File: src/rtl/hdmi_timing_gen_pkg.sv
// Shared raster constants (640x480@60 defaults), FSM encoding and pixel type
// for the HDMI timing generator and its helpers.
package hdmi_timing_pkg;

   localparam int DEF_H_ACTIVE = 640;
   localparam int DEF_H_FP     = 16;
   localparam int DEF_H_SYNC   = 96;
   localparam int DEF_H_BP     = 48;
   localparam int DEF_V_ACTIVE = 480;
   localparam int DEF_V_FP     = 10;
   localparam int DEF_V_SYNC   = 2;
   localparam int DEF_V_BP     = 33;

   localparam int DEF_H_TOT    = DEF_H_ACTIVE + DEF_H_FP + DEF_H_SYNC + DEF_H_BP;
   localparam int DEF_V_TOT    = DEF_V_ACTIVE + DEF_V_FP + DEF_V_SYNC + DEF_V_BP;
   localparam int DEF_HS_START = DEF_H_ACTIVE + DEF_H_FP;
   localparam int DEF_HS_END   = DEF_HS_START + DEF_H_SYNC;
   localparam int DEF_VS_START = DEF_V_ACTIVE + DEF_V_FP;
   localparam int DEF_VS_END   = DEF_VS_START + DEF_V_SYNC;

   typedef enum logic {
      IDLE = 1'b0,
      RUN  = 1'b1
   } state_t;

   typedef logic [23:0] pixel_t;

   function automatic int cnt_w(input int n);
      return (n > 1) ? $clog2(n) : 1;
   endfunction

endpackage

File: src/rtl/hdmi_timing_gen_sig_delay.sv
// Fixed-depth flop delay line (DEPTH >= 1), async reset to RST_VAL.
// Latency DEPTH clocks; always advances, no backpressure.
module sig_delay #(
   parameter int           W       = 1,
   parameter int           DEPTH   = 1,
   parameter logic [W-1:0] RST_VAL = '0
) (
   input  logic         CLK_PX,
   input  logic         RST_n,
   input  logic [W-1:0] d_i,
   output logic [W-1:0] q_o
);

   logic [W-1:0] sr_q [DEPTH];

   always_ff @(posedge CLK_PX or negedge RST_n) begin
      if (!RST_n) begin
         for (int i = 0; i < DEPTH; i++) sr_q[i] <= RST_VAL;
      end else begin
         sr_q[0] <= d_i;
         for (int i = 1; i < DEPTH; i++) sr_q[i] <= sr_q[i-1];
      end
   end

   assign q_o = sr_q[DEPTH-1];

endmodule

File: src/rtl/hdmi_timing_gen.sv
// Raster counters, start/stop FSM and row-major ROM addressing; DE/HS/VS/FS delayed to meet ROM data.
// Pins lag the counters by RD_LAT+1 clocks; ready only gates frame starts, a started frame always completes.
module hdmi_timing_gen
   import hdmi_timing_pkg::*;
#(
   parameter int H_ACTIVE = DEF_H_ACTIVE,
   parameter int H_FP     = DEF_H_FP,
   parameter int H_SYNC   = DEF_H_SYNC,
   parameter int H_BP     = DEF_H_BP,
   parameter int V_ACTIVE = DEF_V_ACTIVE,
   parameter int V_FP     = DEF_V_FP,
   parameter int V_SYNC   = DEF_V_SYNC,
   parameter int V_BP     = DEF_V_BP,
   parameter bit SYNC_POL = 1'b0,
   parameter int RD_LAT   = 2,
   parameter int ADDR_W   = 19
) (
   input  logic              CLK_PX,
   input  logic              RST_n,
   input  logic              ready,
   input  logic [23:0]       PX_IN,
   output logic [ADDR_W-1:0] PX_ADDR,
   output logic              HDMI_CLK,
   output logic              HDMI_DE,
   output logic              HDMI_HS,
   output logic              HDMI_VS,
   output logic [23:0]       HDMI_PX,
   output logic              FRAME_START
);

   localparam int H_TOT    = H_ACTIVE + H_FP + H_SYNC + H_BP;
   localparam int V_TOT    = V_ACTIVE + V_FP + V_SYNC + V_BP;
   localparam int HS_START = H_ACTIVE + H_FP;
   localparam int HS_END   = HS_START + H_SYNC;
   localparam int VS_START = V_ACTIVE + V_FP;
   localparam int VS_END   = VS_START + V_SYNC;
   localparam int HW       = cnt_w(H_TOT);
   localparam int VW       = cnt_w(V_TOT);

   state_t            state_q;
   logic [HW-1:0]     h_q;
   logic [VW-1:0]     v_q;
   logic [ADDR_W-1:0] addr_q;

   logic       run, h_last, v_last;
   logic       act_raw, hs_raw, vs_raw, fs_raw;
   logic [3:0] raw_vec, dly_vec;
   logic       act_dly, hs_dly, vs_dly, fs_dly;
   pixel_t     px_d, px_q;
   logic       de_q, hs_q, vs_q, fs_q;

   assign run     = (state_q == RUN);
   assign h_last  = (int'(h_q) == H_TOT - 1);
   assign v_last  = (int'(v_q) == V_TOT - 1);
   assign act_raw = run && (int'(h_q) < H_ACTIVE) && (int'(v_q) < V_ACTIVE);
   assign hs_raw  = run && (int'(h_q) >= HS_START) && (int'(h_q) < HS_END);
   assign vs_raw  = run && (int'(v_q) >= VS_START) && (int'(v_q) < VS_END);
   assign fs_raw  = run && (h_q == '0) && (v_q == '0);

   // Address walks forward one per visible pixel, so row-major order needs no multiply.
   always_ff @(posedge CLK_PX or negedge RST_n) begin
      if (!RST_n) begin
         state_q <= IDLE;
         h_q     <= '0;
         v_q     <= '0;
         addr_q  <= '0;
      end else begin
         case (state_q)
            IDLE: begin
               h_q    <= '0;
               v_q    <= '0;
               addr_q <= '0;
               if (ready) state_q <= RUN;
            end
            RUN: begin
               if (act_raw) addr_q <= addr_q + ADDR_W'(1);
               if (!h_last) begin
                  h_q <= h_q + HW'(1);
               end else begin
                  h_q <= '0;
                  if (!v_last) begin
                     v_q <= v_q + VW'(1);
                  end else begin
                     v_q    <= '0;
                     addr_q <= '0;
                     if (!ready) state_q <= IDLE;
                  end
               end
            end
         endcase
      end
   end

   assign raw_vec = {fs_raw, vs_raw, hs_raw, act_raw};

   sig_delay #(
      .W       (4),
      .DEPTH   (RD_LAT),
      .RST_VAL (4'b0000)
   ) u_align (
      .CLK_PX (CLK_PX),
      .RST_n  (RST_n),
      .d_i    (raw_vec),
      .q_o    (dly_vec)
   );

   assign {fs_dly, vs_dly, hs_dly, act_dly} = dly_vec;
   assign px_d = act_dly ? PX_IN : '0;

   always_ff @(posedge CLK_PX or negedge RST_n) begin
      if (!RST_n) begin
         de_q <= 1'b0;
         hs_q <= ~SYNC_POL;
         vs_q <= ~SYNC_POL;
         fs_q <= 1'b0;
         px_q <= '0;
      end else begin
         de_q <= act_dly;
         hs_q <= SYNC_POL ? hs_dly : ~hs_dly;
         vs_q <= SYNC_POL ? vs_dly : ~vs_dly;
         fs_q <= fs_dly;
         px_q <= px_d;
      end
   end

   assign PX_ADDR     = addr_q;
   assign HDMI_CLK    = ~CLK_PX;
   assign HDMI_DE     = de_q;
   assign HDMI_HS     = hs_q;
   assign HDMI_VS     = vs_q;
   assign HDMI_PX     = px_q;
   assign FRAME_START = fs_q;

endmodule
File: config.mk
export PLATFORM = sky130hd
export DESIGN_NAME = hdmi_timing_gen
export DESIGN_NICKNAME = d
export VERILOG_FILES = /design/src/rtl/hdmi_timing_gen_pkg.sv /design/src/rtl/hdmi_timing_gen_sig_delay.sv /design/src/rtl/hdmi_timing_gen.sv
export SDC_FILE = /design/constraint.sdc
export NUM_CORES = 1
export LEC_CHECK = 0
export CORE_ASPECT_RATIO = 1.75
export CORE_MARGIN = 2
export CORE_UTILIZATION = 28
export CTS_CLUSTER_SIZE = 10
export DETAILED_ROUTE_END_ITERATION = 10
export GPL_ROUTABILITY_DRIVEN = 0
export PLACE_DENSITY = 0.63
export SKIP_LAST_GASP = 1
export SYNTH_ARGS = -nofsm -noshare
export SYNTH_HDL_FRONTEND = slang
export SYNTH_SLANG_ARGS = --single-unit
File: constraint.sdc
create_clock -name CLK_PX -period 1.7 [get_ports CLK_PX]
set_input_delay 0.34 -clock CLK_PX [delete_from_list [all_inputs] [get_ports CLK_PX]]
set_output_delay 0.34 -clock CLK_PX [all_outputs]
set_load 0.05 [all_outputs]
==> results_dict.tcl, run 1 <==
set metrics [dict create \
    number_of_different_library_cells_in_the_post_synthesis_netlist 42 \
    ctsHtreeMaxLevel 3 \
    post_synth_main_area_contributors "sky130_fd_sc_hd__dfrtp_1, sky130_fd_sc_hd__and2_1, sky130_fd_sc_hd__a21oi_1" \
    ir_worst_vdd_mv 0.410 \
    finalSetupViolCount 0 \
    worst_hold_path_cells 0 \
    totalWireLength_um 8210 \
    finalNetCount 463 \
    number_of_antenna_cells_inserted 0 \
    timing.critical_path.required_ps 1360 \
    portBuffers 74 \
    switching_share_pct 23.4 \
    p_leak_nw 2.18 \
    timing.slew.headroom_pct 61.5 \
    adder_and_majority_gate_portion_of_the_synthesized_area_pct 1.90 \
    r2r-end "v_q[7]$_DFFE_PN0P_" \
    internal_power_mw 3.49 \
    critical_path_sink_type "output pin" \
    fp-row-count 52 \
    ff2ff_setup_slack_ps 60 \
    crit-reg2reg-launch "h_q[1]$_DFF_PN0_" \
    post_synth_mux_area_share_pct 0 \
    worst_setup_hold_path_clk_slew_ps 60 \
    worst-path-max-fanout 8 \
    synth_net_count 328 \
    flip_flop_and_latch_count_after_synthesis 76 \
    timing_max_transition_violations_final 0 \
    hold_path_end "u_align.q_o[2]$_DFF_PN0_" \
    remaining_drc_errors 0 \
    die_width_um 86.0 \
    design.portCount 75 \
    combPwrFrac_pct 6.1 \
    clock_latency_ps 510 \
    timing.hold.worst.start "u_align.sr_q[6]$_DFF_PN0_" \
    final_core_util_pct 43.0 \
    synth_enable_flop_cells 0 \
    die_area_sq_um 12700 \
    synth-compound-area-share_pct 9.35 \
    cts_tree "built" \
    detailroute.via_count 2793 \
    yosys.area_share.simple_pct 23.9 \
    power-per-cell-area_nw_per_um2 919 \
    grt_usage_pct 13.7 \
    finalClockSkew_ps 214 \
    synth_top_family_by_area "simple AND/OR/NAND/NOR gates" \
    cp_data_arrival_time_ps 1340 \
    clock_tree.root_cell "sky130_fd_sc_hd__clkbuf_16" \
    clockPowerShare_pct 53.3 \
    maximum_number_of_pins_on_one_net_before_global_route_repair 28 \
    drive_gt1_share_pct 38.1 \
    post_detailed_route_count_of_antenna_violating_nets 0 \
    max_cap_viol_count 0 \
    max-clock-path-buffers 2 \
    grt_pass1_wl_um 13800 \
    average_vias_per_placed_instance 4.89 \
    grt_pass1_vias 2987 \
    power.sequential.fraction_pct 40.6 \
    drt_pass1_iterations 4 \
    synth_top_cell_area_share_pct 56.3 \
    worst-setup-path-type "clk -> out" \
    detail_route.wl_per_cell_um 14.4 \
    synth_area_sq_um 3290 \
    reg2regPathDepth 6 \
    detailedRoute.firstIterationViolations 183 \
    synthesis.yosys.warnings 0 \
    synthXorXnorAreaFrac_pct 3.46 \
    grt_setup_unrepaired "true" \
    min-delay-path-class "reg -> reg" \
    coreArea_sq_um 11500 \
    grt-ovfl-total 0 \
    avgSynthCellArea_sq_um 11.1 \
    placedCellCount 534 \
    initial_antenna_violation_count 0 \
    setup.worst_path.start_class "clock port" \
    area.growth.synth_to_final_pct 50.4 \
    post-synth-top-area-cell "sky130_fd_sc_hd__dfrtp_1" \
    totalPowerFinal_mw 4.55 \
    synth_cells 296 \
    asyncSetResetFlopFracSynth_pct 100 \
    hpwl_um 5860 \
    floorplan.initialDensity_pct 28.6 \
    final_hold_viol_count 0 \
    die_height_um 147 \
    number_of_buffers_inserted_during_clock_tree_synthesis 9 \
    worst_slew_pin_slew_ps 578 \
    final_cells 571 \
    synth.yosys.seq_area_share_pct 57.8 \
    switching_power_of_the_nets_mw 1.07 \
    ys.flop_type "sky130_fd_sc_hd__dfrtp_1" \
    run_status "finished clean" \
]
[repair_timing]
action / CTS / global route
hold buffers: 1 / 0
pin swaps: 4 / 11
hold endpoints to repair: 22 / 0
cloned: 1 / 1
setup endpoints to repair: 16 / 30
buffers inserted: 9 / 9
resized for setup: 10 / 22
[routing by layer]
layer / GRT usage, % / part of all wire (%)
met1: 13.8 / 36
met2: 25.0 / 56
met3: 3.13 / 5.3
met4: 7.62 / 3.0
met5: 0 / 0
[worst max-delay path, stage by stage]
cell	delay [ps]
sky130_fd_sc_hd__clkbuf_16	150
sky130_fd_sc_hd__clkbuf_16	160
sky130_fd_sc_hd__clkinv_4	40
sky130_fd_sc_hd__buf_8	130
[through the flow]
stage	worst slack, ps	TNS, ps	cell area, sq um	hold WS, ps
final	24.2	0	4950	142
after global routing	-40.9	-124	4950	135
after CTS	-16.4	-16.4	4790	159
after detailed placement	-298	-529	4370	276
after global placement	-298	-298	4370	274
after floorplan	0.586	0	3330	44.4
[cell usage after synthesis, drive strengths merged (3+ instances only)]
cell and instances:
dfrtp 74, and2 26, a21oi 21, nand3 16, nor2 15, nand2 13
inv 12, and3 11, o21ai 11, o31ai 10, or3 10, or4 10
nand4 9, xor2 9, buf 6, and4 5, clkbuf 5, ha 5
a31oi 4, xnor2 4, nor4 3
[flip-flops by register name (all words and copies together) (netlist names)]
register / cells
FRAME_START: 1
HDMI_DE: 1
HDMI_HS: 1
HDMI_PX: 24
HDMI_VS: 1
PX_ADDR: 19
h_q: 10
run: 1
u_align.q_o: 4
u_align.sr_q: 4
v_q: 10
[layout by cell type, fill, tap and decap left out, drive strengths merged, types with 2 or more instances in the layout]
| cell | n |
|---|---|
| buf | 109 |
| dfrtp | 74 |
| and2 | 26 |
| clkdlybuf4s50 | 25 |
| a21oi | 21 |
| nand3 | 16 |
| nor2 | 15 |
| nand2 | 13 |
| inv | 11 |
| and3 | 11 |
| o21ai | 11 |
| o31ai | 10 |
| or4 | 10 |
| clkbuf | 10 |
| or3 | 10 |
| xor2 | 9 |
| nand4 | 9 |
| and4 | 5 |
| ha | 5 |
| xnor2 | 4 |
| a31oi | 4 |
| clkinvlp | 3 |
| nor4 | 3 |
| dfstp | 2 |
| nor3 | 2 |
| bufinv | 2 |
| nor4b | 2 |
| clkinv | 2 |
[layout make-up]
class	count	area [sq um]
fill	1060	6570
multi-input combinational	197	1350
clock inverter	7	96.3
inverter	11	41.3
sequential	76	1920
tap	135	169
clock buffer	17	289
timing repair buffer	128	1080
[cell families after synthesis]
| kind of cell | Yosys count |
|---|---|
| AND/OR/NAND/NOR | 129 |
| flip-flops | 76 |
| AO/OA/AOI/OAI | 50 |
| buffers and inverters | 23 |
| XOR/XNOR | 13 |
| adder cells (fa/ha/maj) | 5 |
[power groups by stage]
stage                     Clock [mW]  Sequential (mW)  Combinational [mW]
final                           2.43             1.85               0.279
after floorplan               0.0994             1.98              0.0196
after global placement         0.144             1.88               0.281
after detailed placement       0.144             1.88               0.283
after CTS                       2.44             1.85               0.286
after global routing            2.59             1.85               0.299
[worst max-delay path by stage]
stage	slack [ps]	end	cells past startpoint	startpoint
global placement	-300	HDMI_CLK	2	CLK_PX
floorplan	0.6	v_q[7]$_DFFE_PN0P_	6	h_q[0]$_DFF_PN0_
CTS	-20	HDMI_CLK	4	CLK_PX
detailed placement	-300	HDMI_CLK	2	CLK_PX
global route	-40	v_q[6]$_DFFE_PN0P_	5	h_q[7]$_DFF_PN0_
finish	20	HDMI_CLK	4	CLK_PX
(Power assumes the default switching activity.)
==> run 2: changes to the inputs <==
Settings changed: REMOVE_ABC_BUFFERS from default to 1.
==> run 2 against run 1 <==
  * Setup slack worse by 18 ps
  * Clock skew down 75 ps
  * Sequential share of layout area down 2.6 points
  * Total power up 2.0%
  * Register-to-register slack worse by 50 ps
  * Sequential power about the same
  * Core utilization up 2.7 points
  * Cell area up 6.3%
  * Sequential cell count unchanged
  * Critical path depth up 1
  * Non-clock buffer count up 16
  * Highest routed layer unchanged
==> results_dict.tcl, run 2 (synthesis gave the netlist of run 1 again) <==
set metrics [dict create \
    maximum_number_of_pins_on_one_net_before_global_route_repair 40 \
    remaining_drc_errors 0 \
    finalClockSkew_ps 139 \
    number_of_antenna_cells_inserted 0 \
    power.sequential.fraction_pct 39.8 \
    die_area_sq_um 12700 \
    finalCritPeriodShare_pct 99.7 \
    setup.worst_path.start_class "register" \
    finalNetCount 480 \
    hpwl_um 5950 \
    ir_worst_vdd_mv 0.472 \
    clockPowerShare_pct 54.3 \
    timing.slew.headroom_pct 63.1 \
    detailroute.via_count 2876 \
    min-delay-path-class "reg -> reg" \
    initial_antenna_violation_count 0 \
    die_height_um 147 \
    drt_pass1_iterations 4 \
    cts_tree "built" \
    switching_share_pct 23.6 \
    post_detailed_route_count_of_antenna_violating_nets 0 \
    worst_slew_pin_slew_ps 553 \
    worst-path-max-fanout 5 \
    clock_latency_ps 440 \
    floorplan.initialDensity_pct 28.6 \
    final_core_util_pct 45.7 \
    fp-row-count 52 \
    totalWireLength_um 8970 \
    cp_data_arrival_time_ps 1880 \
    cp_slowest_stage_delay_ps 440 \
    grt-ovfl-total 0 \
    drive_gt1_share_pct 37.3 \
    ctsHtreeMaxLevel 3 \
    number_of_buffers_inserted_during_clock_tree_synthesis 9 \
    placedCellCount 548 \
    grt_pass1_vias 2906 \
    design.portCount 75 \
    portBuffers 74 \
    die_width_um 86.0 \
    cp_cell_instances "nor4b_4 -> a31oi_2 -> buf_4 -> buf_6 -> a221o_2" \
    switching_power_of_the_nets_mw 1.09 \
    timing.critical_path.required_ps 1890 \
    power-per-cell-area_nw_per_um2 882 \
    combPwrFrac_pct 6.0 \
    critical_path_sink_type "register" \
    detail_route.wl_per_cell_um 15.3 \
    clock_tree.root_cell "sky130_fd_sc_hd__clkbuf_16" \
    fillCellCount 1048 \
    worst_setup_hold_path_clk_slew_ps 60 \
    grt_usage_pct 14.2 \
    p_leak_nw 2.35 \
    finalSetupViolCount 0 \
    detailedRoute.firstIterationViolations 119 \
    max-clock-path-buffers 2 \
    timing.fmax_mhz 590 \
    area.growth.synth_to_final_pct 59.8 \
    average_vias_per_placed_instance 4.89 \
    crit_slowest_cell "sky130_fd_sc_hd__dfrtp_2" \
    grt_pass1_wl_um 14000 \
    period_needed_ps 1690 \
    layout_common_cells "sky130_fd_sc_hd__buf_4, sky130_fd_sc_hd__dfrtp_1, sky130_fd_sc_hd__and2_1" \
    coreArea_sq_um 11500 \
    final_hold_viol_count 0 \
    internal_power_mw 3.55 \
    timing_max_transition_violations_final 0 \
    layout_commonest_cell "sky130_fd_sc_hd__buf_4" \
    grt_setup_unrepaired "true" \
    worst-setup-path-type "reg -> reg" \
    max_cap_viol_count 0 \
    final_cells 588 \
    run_status "finished clean" \
    largest_register_ffs 24 \
]
==> run 2: layout make-up <==
type | instances | area [sq um] | share of cell area, %
clock buffers | 17 | 308 | 5.85
clock inverters | 6 | 81.3 | 1.55
inverters | 11 | 41.3 | 0.785
multi-input cells | 199 | 1380 | 26.3
flip-flops and latches | 76 | 1910 | 36.2
well taps | 135 | 169 | 3.21
repair buffers | 144 | 1370 | 26.1
==> run 2: final timing paths <==
path                       slack (ps)  cells after the start                  endpoint                       from
min in group asynchronous         240                      2     HDMI_PX[15]$_DFF_PN0_                      RST_n
min                               220                      0  u_align.q_o[1]$_DFF_PN0_  u_align.sr_q[5]$_DFF_PN0_
max                                 6                      5        v_q[7]$_DFFE_PN0P_           h_q[7]$_DFF_PN0_
min reg2reg                       220                      0  u_align.q_o[1]$_DFF_PN0_  u_align.sr_q[5]$_DFF_PN0_
max reg2reg                         6                      5        v_q[7]$_DFFE_PN0P_           h_q[7]$_DFF_PN0_
max in group asynchronous         730                      3          h_q[7]$_DFF_PN0_                      RST_n
==> run 2: power by group through the flow <==
stage | logic (mW) | registers, mW | clock network [mW]
after floorplan | 0.0196 | 1.98 | 0.0994
after global placement | 0.279 | 1.88 | 0.144
after detailed placement | 0.280 | 1.88 | 0.144
after CTS | 0.283 | 1.85 | 2.46
after global routing | 0.295 | 1.85 | 2.68
final | 0.277 | 1.85 | 2.52
==> run 2: routing by layer <==
layer  track usage (%)  up-vias  wire length (um)
met5                 0        -                 0
met4              8.02        0               247
met3              3.02       23               367
met2              25.3       74              5070
met1              15.1     1413              3290
li1                  -     1366                 -
==> run 2: per-stage QoR <==
step / cell area, sq um / setup TNS [ps] / hold slack [ps] / total power [mW] / setup slack, ps
floorplan: 3220 / -3480 / 44.4 / 2.10 / -273
global placement: 4560 / -298 / 240 / 2.30 / -298
detailed placement: 4560 / -369 / 244 / 2.30 / -298
CTS: 4980 / -70.4 / 218 / 4.59 / -22.8
global route: 5260 / -605 / 215 / 4.82 / -64.0
finish: 5260 / 0 / 224 / 4.64 / 5.94
==> run 2: worst max-delay path: cells and delay by family, from the launching register on <==
| family | cells | cell delay [ps] |
|---|---|---|
| buf+inv | 2 | 290 |
| compound gates | 2 | 500 |
| simple gates | 1 | 330 |
| flops | 1 | 440 |
==> run 2: repair_timing <==
| action | CTS | global route |
|---|---|---|
| setup endpoints to repair | 11 | 16 |
| pin swaps | 5 | 15 |
| buffers inserted | 6 | 12 |
| endpoints found under the hold margin | 19 | 0 |
| cloned | 1 | 4 |
| hold buffers | 1 | 0 |
| gates resized for setup | 11 | 27 |
